### config.mk
export PLATFORM = sky130hd
export DESIGN_NAME = instr_fetch_cache
export DESIGN_NICKNAME = d
export VERILOG_FILES = /design/src/rtl/instr_fetch_cache_pkg.sv /design/src/rtl/instr_fetch_cache_line_store.sv /design/src/rtl/instr_fetch_cache.sv
export SDC_FILE = /design/constraint.sdc
export NUM_CORES = 2
export LEC_CHECK = 0
export BUFFER_PORTS_ARGS = -buffer_cell sky130_fd_sc_hd__buf_2
export CORE_UTILIZATION = 53
export DETAILED_ROUTE_END_ITERATION = 8
export PLACE_DENSITY_LB_ADDON = 0.1
export REMOVE_ABC_BUFFERS = 1
export SLEW_MARGIN = 10
export SYNTH_ARGS = -nofsm -noshare
export SYNTH_HDL_FRONTEND = slang
export SYNTH_SLANG_ARGS = --single-unit
### constraint.sdc
create_clock -name clk -period 3 [get_ports clk]
set_input_delay 0.15 -clock clk [delete_from_list [all_inputs] [get_ports clk]]
set_output_delay 0.15 -clock clk [all_outputs]
set_load 0.005 [all_outputs]
### src/rtl/instr_fetch_cache_pkg.sv
// Shared types and default geometry for the instruction fetch cache.
package instr_fetch_cache_pkg;

    localparam int ICACHE_ADDR_WIDTH = 32;
    localparam int ICACHE_DATA_WIDTH = 32;
    localparam int ICACHE_SETS       = 16;
    localparam int ICACHE_LINE_WORDS = 4;

    // Index widths derived from the default geometry.
    localparam int ICACHE_SET_BITS  = $clog2(ICACHE_SETS);
    localparam int ICACHE_WORD_BITS = $clog2(ICACHE_LINE_WORDS);

    typedef enum logic [1:0] {
        IDLE    = 2'd0,
        REQ     = 2'd1,
        RELEASE = 2'd2,
        DRAIN   = 2'd3
    } icache_state_t;

endpackage

### src/rtl/instr_fetch_cache_line_store.sv
// Tag, valid and data storage for the direct-mapped instruction cache.
// One registered lookup port, one refill word write port, one tag/valid
// write port and a global valid clear used by fence.i.
module icache_line_store
    import instr_fetch_cache_pkg::*;
#(
    parameter int TAG_W      = 24,
    parameter int DATA_W     = ICACHE_DATA_WIDTH,
    parameter int SETS       = ICACHE_SETS,
    parameter int LINE_WORDS = ICACHE_LINE_WORDS,
    parameter int SET_BITS   = ICACHE_SET_BITS,
    parameter int WORD_BITS  = ICACHE_WORD_BITS
) (
    input  logic                 clk,
    input  logic                 reset,
    input  logic                 rd_en_i,
    input  logic [SET_BITS-1:0]  rd_set_i,
    input  logic [WORD_BITS-1:0] rd_word_i,
    output logic                 rd_valid_o,
    output logic [TAG_W-1:0]     rd_tag_o,
    output logic [DATA_W-1:0]    rd_data_o,
    input  logic                 wr_en_i,
    input  logic [SET_BITS-1:0]  wr_set_i,
    input  logic [WORD_BITS-1:0] wr_word_i,
    input  logic [DATA_W-1:0]    wr_data_i,
    input  logic                 tag_we_i,
    input  logic [SET_BITS-1:0]  tag_set_i,
    input  logic [TAG_W-1:0]     tag_i,
    input  logic                 tag_valid_i,
    input  logic                 clear_all_i
);

    logic [SETS-1:0]   valid_q;
    logic [TAG_W-1:0]  tag_q  [SETS];
    logic [DATA_W-1:0] data_q [SETS*LINE_WORDS];

    // Valid bits: reset and fence.i clear everything, otherwise per-set update.
    always_ff @(posedge clk) begin
        if (reset) begin
            valid_q <= '0;
        end else if (clear_all_i) begin
            valid_q <= '0;
        end else if (tag_we_i) begin
            valid_q[tag_set_i] <= tag_valid_i;
        end
    end

    // Tag array, qualified by the valid bit so it needs no reset.
    always_ff @(posedge clk) begin
        if (tag_we_i) begin
            tag_q[tag_set_i] <= tag_i;
        end
    end

    // Data array, written one refill word at a time.
    always_ff @(posedge clk) begin
        if (wr_en_i) begin
            data_q[{wr_set_i, wr_word_i}] <= wr_data_i;
        end
    end

    // Registered lookup port; the result is compared in the following cycle.
    always_ff @(posedge clk) begin
        if (reset) begin
            rd_valid_o <= 1'b0;
            rd_tag_o   <= '0;
            rd_data_o  <= '0;
        end else if (rd_en_i) begin
            rd_valid_o <= valid_q[rd_set_i];
            rd_tag_o   <= tag_q[rd_set_i];
            rd_data_o  <= data_q[{rd_set_i, rd_word_i}];
        end
    end

endmodule

### src/rtl/instr_fetch_cache.sv
// Direct-mapped read-only instruction cache: 1-cycle registered hits,
// word-by-word line refill over the MMU instr port, abortable by squash
// (delete_tagged) and fence.i (flush).
//
//  state   | meaning
//  IDLE    | serve lookups; a miss on the looked-up line starts a refill
//  REQ     | mem_read high for word cnt_q, waiting for mem_ready
//  RELEASE | word captured, mem_read low, waiting for MMU to drop mem_ready
//  DRAIN   | refill aborted, waiting for MMU to drop mem_ready
module instr_fetch_cache
    import instr_fetch_cache_pkg::*;
#(
    parameter int ADDR_WIDTH = ICACHE_ADDR_WIDTH,
    parameter int DATA_WIDTH = ICACHE_DATA_WIDTH,
    parameter int SETS       = ICACHE_SETS,
    parameter int LINE_WORDS = ICACHE_LINE_WORDS
) (
    input  logic                  clk,
    input  logic                  reset,
    input  logic                  delete_tagged,
    input  logic                  flush,
    input  logic [ADDR_WIDTH-1:0] cpu_address,
    input  logic                  cpu_read,
    output logic                  cpu_hit,
    output logic [DATA_WIDTH-1:0] cpu_instr,
    output logic [ADDR_WIDTH-1:0] mem_address,
    output logic                  mem_read,
    input  logic [DATA_WIDTH-1:0] mem_data,
    input  logic                  mem_ready
);

    localparam int WORD_BITS = $clog2(LINE_WORDS);
    localparam int SET_BITS  = $clog2(SETS);
    localparam int LINE_LSB  = 2 + WORD_BITS;
    localparam int LINE_W    = ADDR_WIDTH - LINE_LSB;
    localparam int TAG_W     = LINE_W - SET_BITS;
    localparam logic [WORD_BITS-1:0] LAST_WORD = WORD_BITS'(LINE_WORDS - 1);

    icache_state_t         state_q, state_d;
    logic [WORD_BITS-1:0]  cnt_q, cnt_d;
    logic [LINE_W-1:0]     line_q, line_d;
    logic [LINE_W-1:0]     look_line_q, look_line_d;
    logic                  lookup_q, lookup_d;

    logic                  rd_valid;
    logic [TAG_W-1:0]      rd_tag;
    logic [DATA_WIDTH-1:0] rd_data;
    logic                  hit_raw;
    logic                  abort;
    logic                  wr_en;
    logic                  tag_we;
    logic                  tag_valid;
    logic [LINE_W-1:0]     tag_line;

    // Fetch addresses are word aligned; the byte offset carries no information.
    logic                  unused_byte_offset;
    assign unused_byte_offset = ^cpu_address[1:0];

    assign abort    = delete_tagged | flush;
    assign hit_raw  = lookup_q & rd_valid & (rd_tag == look_line_q[LINE_W-1 -: TAG_W]);
    assign cpu_hit  = (state_q == IDLE) & hit_raw;
    assign cpu_instr = cpu_hit ? rd_data : '0;

    assign mem_read    = (state_q == REQ);
    assign mem_address = mem_read ? {line_q, cnt_q, 2'b00} : '0;

    // Miss start writes the new tag with valid=0 so the old line cannot hit
    // while its words are being overwritten; refill completion sets valid.
    assign tag_line = (state_q == IDLE) ? look_line_q : line_q;

    // Next-state, counter and array write control.
    always_comb begin
        state_d     = state_q;
        cnt_d       = cnt_q;
        line_d      = line_q;
        look_line_d = look_line_q;
        lookup_d    = 1'b0;
        wr_en       = 1'b0;
        tag_we      = 1'b0;
        tag_valid   = 1'b0;
        case (state_q)
            IDLE: begin
                if (lookup_q && !hit_raw && !abort) begin
                    state_d = REQ;
                    cnt_d   = '0;
                    line_d  = look_line_q;
                    tag_we  = 1'b1;
                end else if (cpu_read && !abort) begin
                    lookup_d    = 1'b1;
                    look_line_d = cpu_address[ADDR_WIDTH-1:LINE_LSB];
                end
            end
            REQ: begin
                if (abort) begin
                    state_d = DRAIN;
                end else if (mem_ready) begin
                    wr_en   = 1'b1;
                    state_d = RELEASE;
                end
            end
            RELEASE: begin
                if (abort) begin
                    state_d = DRAIN;
                end else if (!mem_ready) begin
                    if (cnt_q == LAST_WORD) begin
                        tag_we    = 1'b1;
                        tag_valid = 1'b1;
                        cnt_d     = '0;
                        state_d   = IDLE;
                    end else begin
                        cnt_d   = cnt_q + 1'b1;
                        state_d = REQ;
                    end
                end
            end
            DRAIN: begin
                if (!mem_ready) begin
                    state_d = IDLE;
                end
            end
            default: state_d = IDLE;
        endcase
    end

    // State and control registers.
    always_ff @(posedge clk) begin
        if (reset) begin
            state_q     <= IDLE;
            cnt_q       <= '0;
            line_q      <= '0;
            look_line_q <= '0;
            lookup_q    <= 1'b0;
        end else begin
            state_q     <= state_d;
            cnt_q       <= cnt_d;
            line_q      <= line_d;
            look_line_q <= look_line_d;
            lookup_q    <= lookup_d;
        end
    end

    icache_line_store #(
        .TAG_W      (TAG_W),
        .DATA_W     (DATA_WIDTH),
        .SETS       (SETS),
        .LINE_WORDS (LINE_WORDS),
        .SET_BITS   (SET_BITS),
        .WORD_BITS  (WORD_BITS)
    ) u_store (
        .clk         (clk),
        .reset       (reset),
        .rd_en_i     (lookup_d),
        .rd_set_i    (cpu_address[LINE_LSB +: SET_BITS]),
        .rd_word_i   (cpu_address[2 +: WORD_BITS]),
        .rd_valid_o  (rd_valid),
        .rd_tag_o    (rd_tag),
        .rd_data_o   (rd_data),
        .wr_en_i     (wr_en),
        .wr_set_i    (line_q[SET_BITS-1:0]),
        .wr_word_i   (cnt_q),
        .wr_data_i   (mem_data),
        .tag_we_i    (tag_we),
        .tag_set_i   (tag_line[SET_BITS-1:0]),
        .tag_i       (tag_line[LINE_W-1 -: TAG_W]),
        .tag_valid_i (tag_valid),
        .clear_all_i (flush)
    );

endmodule
# After elaboration in Yosys (flattened, before gate mapping)
# Memories as Yosys holds them, arrays and structs flattened. A register that Yosys moved wholly into a read port is not among the register bits.
# Cells that the tools add are included.
dict set report totals {
  ff_bits 78
  latch_bits 0
  ramBits 2432
  rom_bits 0
  input_bits 70
  out_inout_bits 66
  elab_cells 79
  n_memories 2
}
dict set report classes {
  addsub 1
  n_mul 0
  n_div 0
  magnitude_cmp 3
  eq_ne 11
  n_shift 0
  mux 37
  n_bitwise 5
  reduce_logical 13
}
# name depth word_bits rd rd_clocked_by_memory_dff wr line
set mem_list {}
lappend mem_list {u_store.data_q 64 32 1 1 1 instr_fetch_cache_line_store.sv:35} ;# logic [DATA_W-1:0] data_q [SETS*LINE_WORDS];
lappend mem_list {u_store.tag_q 16 24 1 1 1 instr_fetch_cache_line_store.sv:34} ;# logic [TAG_W-1:0] tag_q [SETS];
# operator n
set ops {}
lappend ops {{32-bit two-way mux} 2}
lappend ops {{28-bit two-way mux} 1}
lappend ops {{24-bit equality test} 1}
lappend ops {{2-bit two-way mux} 10}
lappend ops {{1-bit two-way mux} 18}
lappend ops {{16-bit bitwise mux} 1}
lappend ops {{4-bit by 5-bit < comparator with 1-bit output (second input constant)} 2}
lappend ops {{2-bit case mux with 4 select lines} 1}
lappend ops {{4-bit AND reduction} 2}
lappend ops {{2-bit equality test (second input constant)} 3}
lappend ops {{2-bit != test (second input constant)} 3}
lappend ops {{1-bit binary-select mux with 4-bit select} 1}
lappend ops {{1-bit demux with 4-bit select} 1}
lappend ops {{4-bit by 1-bit greater-or-equal comparator with 1-bit output (second input constant)} 1}
lappend ops {{1-bit logical AND} 4}
lappend ops {{2-bit case mux with 2 select lines} 1}
lappend ops {{1-bit bitwise AND} 3}
lappend ops {{3-bit by 1-bit != test with 1-bit output (second input constant)} 1}
lappend ops {{3-bit != test (second input constant)} 1}
lappend ops {{3-bit AND reduction} 1}
lappend ops {{2-bit by 1-bit adder with 2-bit output (second input constant)} 1}
lappend ops {{2-bit by 1-bit equality test with 1-bit output (second input constant)} 1}
lappend ops {{1-bit logical NOT} 2}
lappend ops {{2-bit logical NOT} 1}
lappend ops {{7 further kinds} 7}

# Logic depth before layout (Yosys ltp)
dict set report logic_depth {
  word_depth 9
  mapped_depth 10
  ltp_nobuf 6
}

# By module
# Synthesis repeated with hierarchy kept, for this count alone.
dict set report hier_totals {
  cells_unflattened 4867
  area_unflattened_um2 99818.2
}
# mod n_inst cells_per_inst area_each_um2
set modules_own_cells {}
lappend modules_own_cells {icache_line_store 1 4470 96062.1}
lappend modules_own_cells {instr_fetch_cache 1 397 3756.1}

# Worst setup path before layout
# Ideal clock, no wire load.
dict set report synth_timing {
  path_type {register to register}
  from {register state_q[0]}
  to {memory u_store.data_q[31][0] in the netlist's numbering, enable pin}
  setup_ps 421
  arrival_ps 2771
  setup_slack_ps -192
  stages_incl_launch_ff 8
  path_buffers 1
  path_cell_list {dfxtp_1 -> clkbuf_1 -> inv_1 -> nor2_1 -> and2_1 -> and3_1 -> nand3_1 -> nor2_1}
}
dict set report synth_via {
  elab_chain_len 4
}
# item line
set synth_rtl {}
lappend synth_rtl {{start, declared} instr_fetch_cache.sv:39} ;# icache_state_t state_q, state_d;
lappend synth_rtl {{start signal, assigned} instr_fetch_cache.sv:134} ;# state_q <= state_d;
lappend synth_rtl {{2-bit by 1-bit equality test with 1-bit output} instr_fetch_cache.sv:81} ;# case (state_q)
lappend synth_rtl {{1-bit two-way mux} instr_fetch_cache.sv:81}
lappend synth_rtl {{1-bit two-way mux} instr_fetch_cache_line_store.sv:57} ;# if (wr_en_i) begin
lappend synth_rtl {{1-bit two-way mux (not written as such)} instr_fetch_cache_line_store.sv:58} ;# data_q[{wr_set_i, wr_word_i}] <= wr_data_i;
lappend synth_rtl {{end, declared} instr_fetch_cache_line_store.sv:35}
# No other way between the ends.

# Worst setup path in the final report
dict set report layout_timing {
  from {register u_store.rd_tag_o[23], read port of u_store.tag_q}
  to {output port cpu_instr[25]}
}
dict set report layout_via {
  elab_chain_len 4
}
# item line
set layout_rtl {}
lappend layout_rtl {{start, declared} instr_fetch_cache_line_store.sv:20} ;# output logic [TAG_W-1:0] rd_tag_o,
lappend layout_rtl {{24-bit equality test} instr_fetch_cache.sv:60} ;# assign hit_raw = lookup_q & rd_valid & (rd_tag == look_line_q[LINE_W-1 -: TAG_W]);
lappend layout_rtl {{1-bit bitwise AND} instr_fetch_cache.sv:60}
lappend layout_rtl {{1-bit bitwise AND} instr_fetch_cache.sv:61} ;# assign cpu_hit = (state_q == IDLE) & hit_raw;
lappend layout_rtl {{32-bit two-way mux} instr_fetch_cache.sv:62} ;# assign cpu_instr = cpu_hit ? rd_data : '0;
lappend layout_rtl {{end, declared} instr_fetch_cache.sv:25} ;# output logic [DATA_WIDTH-1:0] cpu_instr,
# No other way between the ends.

==> results by group <==
Status
  • Outcome: finished, violations left
  • Failing checks: setup timing

Worst setup path
  • CP max stage delay: 0.58 ns
  • Critical Path AT: 3.23 ns
  • Crit path cell chain: xnor2_2 -> nand4_1 -> or4_4 -> buf_6 -> nor4_4 -> buf_12 -> buf_4 -> buf_8 -> and2_4 -> buf_6
  • Critical path startpoint category: flop
  • Flop2flop setup slack: 0.10 ns
  • CP max-delay cell: or4_4
  • Critical Path End Type: output pin
  • Most common cell on crit path: buf_6
  • CP Class: reg -> out
  • Worst-path fanout max: 8
  • Data required time of the critical path: 2.85 ns

Logic synthesis
  • Area leader, netlist: edfxtp_1
  • FFs w/ async S/R, synth: 0
  • Yosys top cell area share: 0.7445
  • Synth Warn #: 0
  • Synthesized netlist cell count: 4,602
  • Mean Syn Cell Area: 21.31 µm²
  • Sequential element share of the synthesized area: 0.7719
  • Main synth FF type: edfxtp_1
  • Synthesized flop and latch total: 2,566
  • Post-synth EDFFs: 2,432
  • Top cells by area, synth: edfxtp_1 (74%), mux4_2 (15%), dfxtp_1 (2.7%), a22oi_1 (2.0%), clkbuf_1 (0.73%)
  • Netlist Area Pre-Place: 98,090 µm²
  • Yosys cell types: 46

STA
  • Tightest Pin Transition: 1.221 ns
  • Final slew viol count: 0
  • PnR worst setup slack: -0.3775 ns
  • Fmax: 296.1 MHz
  • Max transition margin: 0.1786
  • Min cycle time layout: 3.378 ns
  • RSZ-0062 raised after global routing: true
  • Tcrit/Tclk final: 1.126
  • Setup violators final: 33
  • Endpoints failing hold: 0
  • Clk_skew: 0.04999 ns

Placement
  • PortBufs: 131
  • Placed insts: 7,209
  • HPWL after DPL: 141,100 µm
  • Placed cell areas: 104,900 µm²
  • DP Worst Slack: 0.09459 ns
  • Gp weighted congestion: 0.8813

Routing
  • Post-DR vias/cell: 6.300
  • Via count: 48,853
  • Drt wl/cell: 31.86 µm
  • 1st-iter DRT viols: 5,608
  • Routed WL: 247,100 µm
  • Residual DRC count: 0
  • Post-route antenna net violation count: 0
  • DRT Pass-1 Iters: 5

Global route
  • Vias in the first global route: 49,338
  • First-pass GRT wire length: 353,800 µm
  • Initial antenna violation count: 12
  • GR Util All Layers: 0.2675
  • Largest net degree at the start of global routing: 69
  • Gr ovfl total: 0

Power
  • Total power: 0.07445 W
  • LEAKAGE: 36.99 nW
  • Peak VDD IR: 0.4474 mV
  • PwrDens: 650.8 nW/µm²

Clock network
  • H-Tree Depth: 5
  • TritonCTS buffer count: 276
  • Worst-path clk slew: 0.06 ns
  • CTS tree: done
  • CTS Sinks: 2,566
  • CTS Root Cell: clkbuf_16
  • Clk_lat worst skew: 0.91 ns
  • Bufs on Longest Clock Path: 4

Cells and area
  • Layout area overhead: 16.62%
  • Post-layout nets: 5,178
  • Final core utilization: 0.6235
  • Post-route cell area: 114,400 µm²
  • Fin cells: 7,755
  • Layout cells sized above 1: 0.3001

Floorplanning
  • Die Wd: 432.2 µm
  • # IOs: 136
  • Starting Density: 0.5346
  • Overall die area: 186,800 µm²
  • # rows: 157
  • Die H: 432.2 µm
  • Total core area: 183,500 µm²

Run
  • Max_cap viols: 0

Worst hold path
  • Worst hold path type: in -> reg
## path summary, 6_finish.rpt
check                                     from                           endpoint  cells after the start
max reg2reg  u_store.rd_tag_o[23]$_SDFFE_PP0P_  u_store.rd_data_o[5]$_SDFFE_PP0P_                      8
min reg2reg    u_store.valid_q[4]$_SDFFE_PP0P_    u_store.valid_q[4]$_SDFFE_PP0P_                      2
max          u_store.rd_tag_o[23]$_SDFFE_PP0P_                      cpu_instr[25]                     10
min                               mem_data[16]   u_store.data_q[40][16]$_DFFE_PP_                      1
## worst max-delay path, delay by kind of cell, from the launching register on
| family | cells | cell delay, ns |
|---|---|---|
| XOR/XNOR | 1 | 0.16 |
| buffers and inverters | 5 | 0.68 |
| AND/OR/NAND/NOR | 4 | 1.16 |
| flip-flops | 1 | 0.33 |
## synth_stat cells (2+ instances only)
library cell  count
a211oi_1         33
a21boi_0         32
a21oi_1          72
a22o_1           32
a22oi_1         256
and2_1           65
and3_1            2
buf_1            20
buf_2            72
buf_4             4
buf_6             3
clkbuf_1        191
dfxtp_1         134
edfxtp_1       2432
inv_1             2
mux2_2           25
mux2i_1          33
mux4_2          637
nand2_1         127
nand2b_1          4
nand3_1          73
nand3b_1          7
nand4_1           3
nor2_1          120
nor2b_1          38
nor3_1            3
nor4_1            4
o21ai_0         102
o21ai_1          34
or2_2             4
xnor2_1          13
xor2_1           11
## cell families after synthesis
group	count (synthesis)	share of synthesized area
other cells	1	0.00003823
flops	2566	0.7719
compound gates	570	0.03905
simple gates	453	0.02181
xor+xnor	24	0.002143
mux	695	0.1525
buf+inv	292	0.01248
fa+ha+maj	1	0.0001275
## routing by layer
metal	global-route usage	routed length, µm
met1	0.3880	102900
met2	0.4216	118900
met3	0.03956	17110
met4	0.08900	8140
met5	0	0
## flip-flops by register name, summed over array words and instances, names as in the netlist
signal and cells:
u_store.data_q 2048, u_store.tag_q 384, u_store.rd_data_o 32, line_q 28, look_line_q 28, u_store.rd_tag_o 24, u_store.valid_q 16, cnt_q 2
state_q 2, lookup_q 1, u_store.rd_valid_o 1
## power breakdown
group	switching, W	internal (W)
logic	0.00219	0.00137
registers	0.0000507	0.0392
clock network	0.0132	0.0184
total	0.0155	0.0590
## cell type report
type	count	area (µm²)
Antenna cell	2	5.005
Clock inverter	99	790.8
Tap cell	2464	3083
Clock buffer	361	7455
Timing Repair Buffer	516	5381
Multi-Input combinational cell	1745	21950
Inverter	2	7.507
Sequential cell	2566	75720
Fill cell	12691	69080
## what timing repair did
| item | CTS | global route |
|---|---|---|
| endpoints found under the setup margin | 33 | 43 |
| endpoints found under the hold margin | 1154 | 0 |
| gates resized for setup | 69 | 8 |
| hold buffers | 75 | 0 |
| setup buffers | 6 | 2 |
| pin swaps | 12 | 4 |
| gates cloned | 3 | 0 |
## cells in the final DEF, fill, tap and decap left out, drive strengths merged, types with 13 or more instances in the layout
| master | count |
|---|---|
| dlygate4sd3 | 75 |
| nor2 | 120 |
| dfxtp | 134 |
| mux2i | 33 |
| a21oi | 73 |
| o21ai | 136 |
| and2 | 65 |
| nand3 | 73 |
| a22o | 32 |
| nor2b | 38 |
| xnor2 | 13 |
| nand2 | 127 |
| mux2 | 25 |
| a22oi | 256 |
| clkbuf | 361 |
| edfxtp | 2432 |
| a21boi | 32 |
| clkinv | 78 |
| buf | 441 |
| mux4 | 637 |
| a211oi | 33 |
## per-stage QoR
step | hold slack (ns) | TNS (ns)
2_1_floorplan | 0.2191 | -1450.86
3_3_place_gp | 0.4036 | 0
3_5_place_dp | 0.4077 | 0
4_1_cts | 0.005197 | -12.31
5_1_grt | 0.04698 | -14.72
6_report | 0.05722 | -11.67
Power figures use the tool's default switching activity.
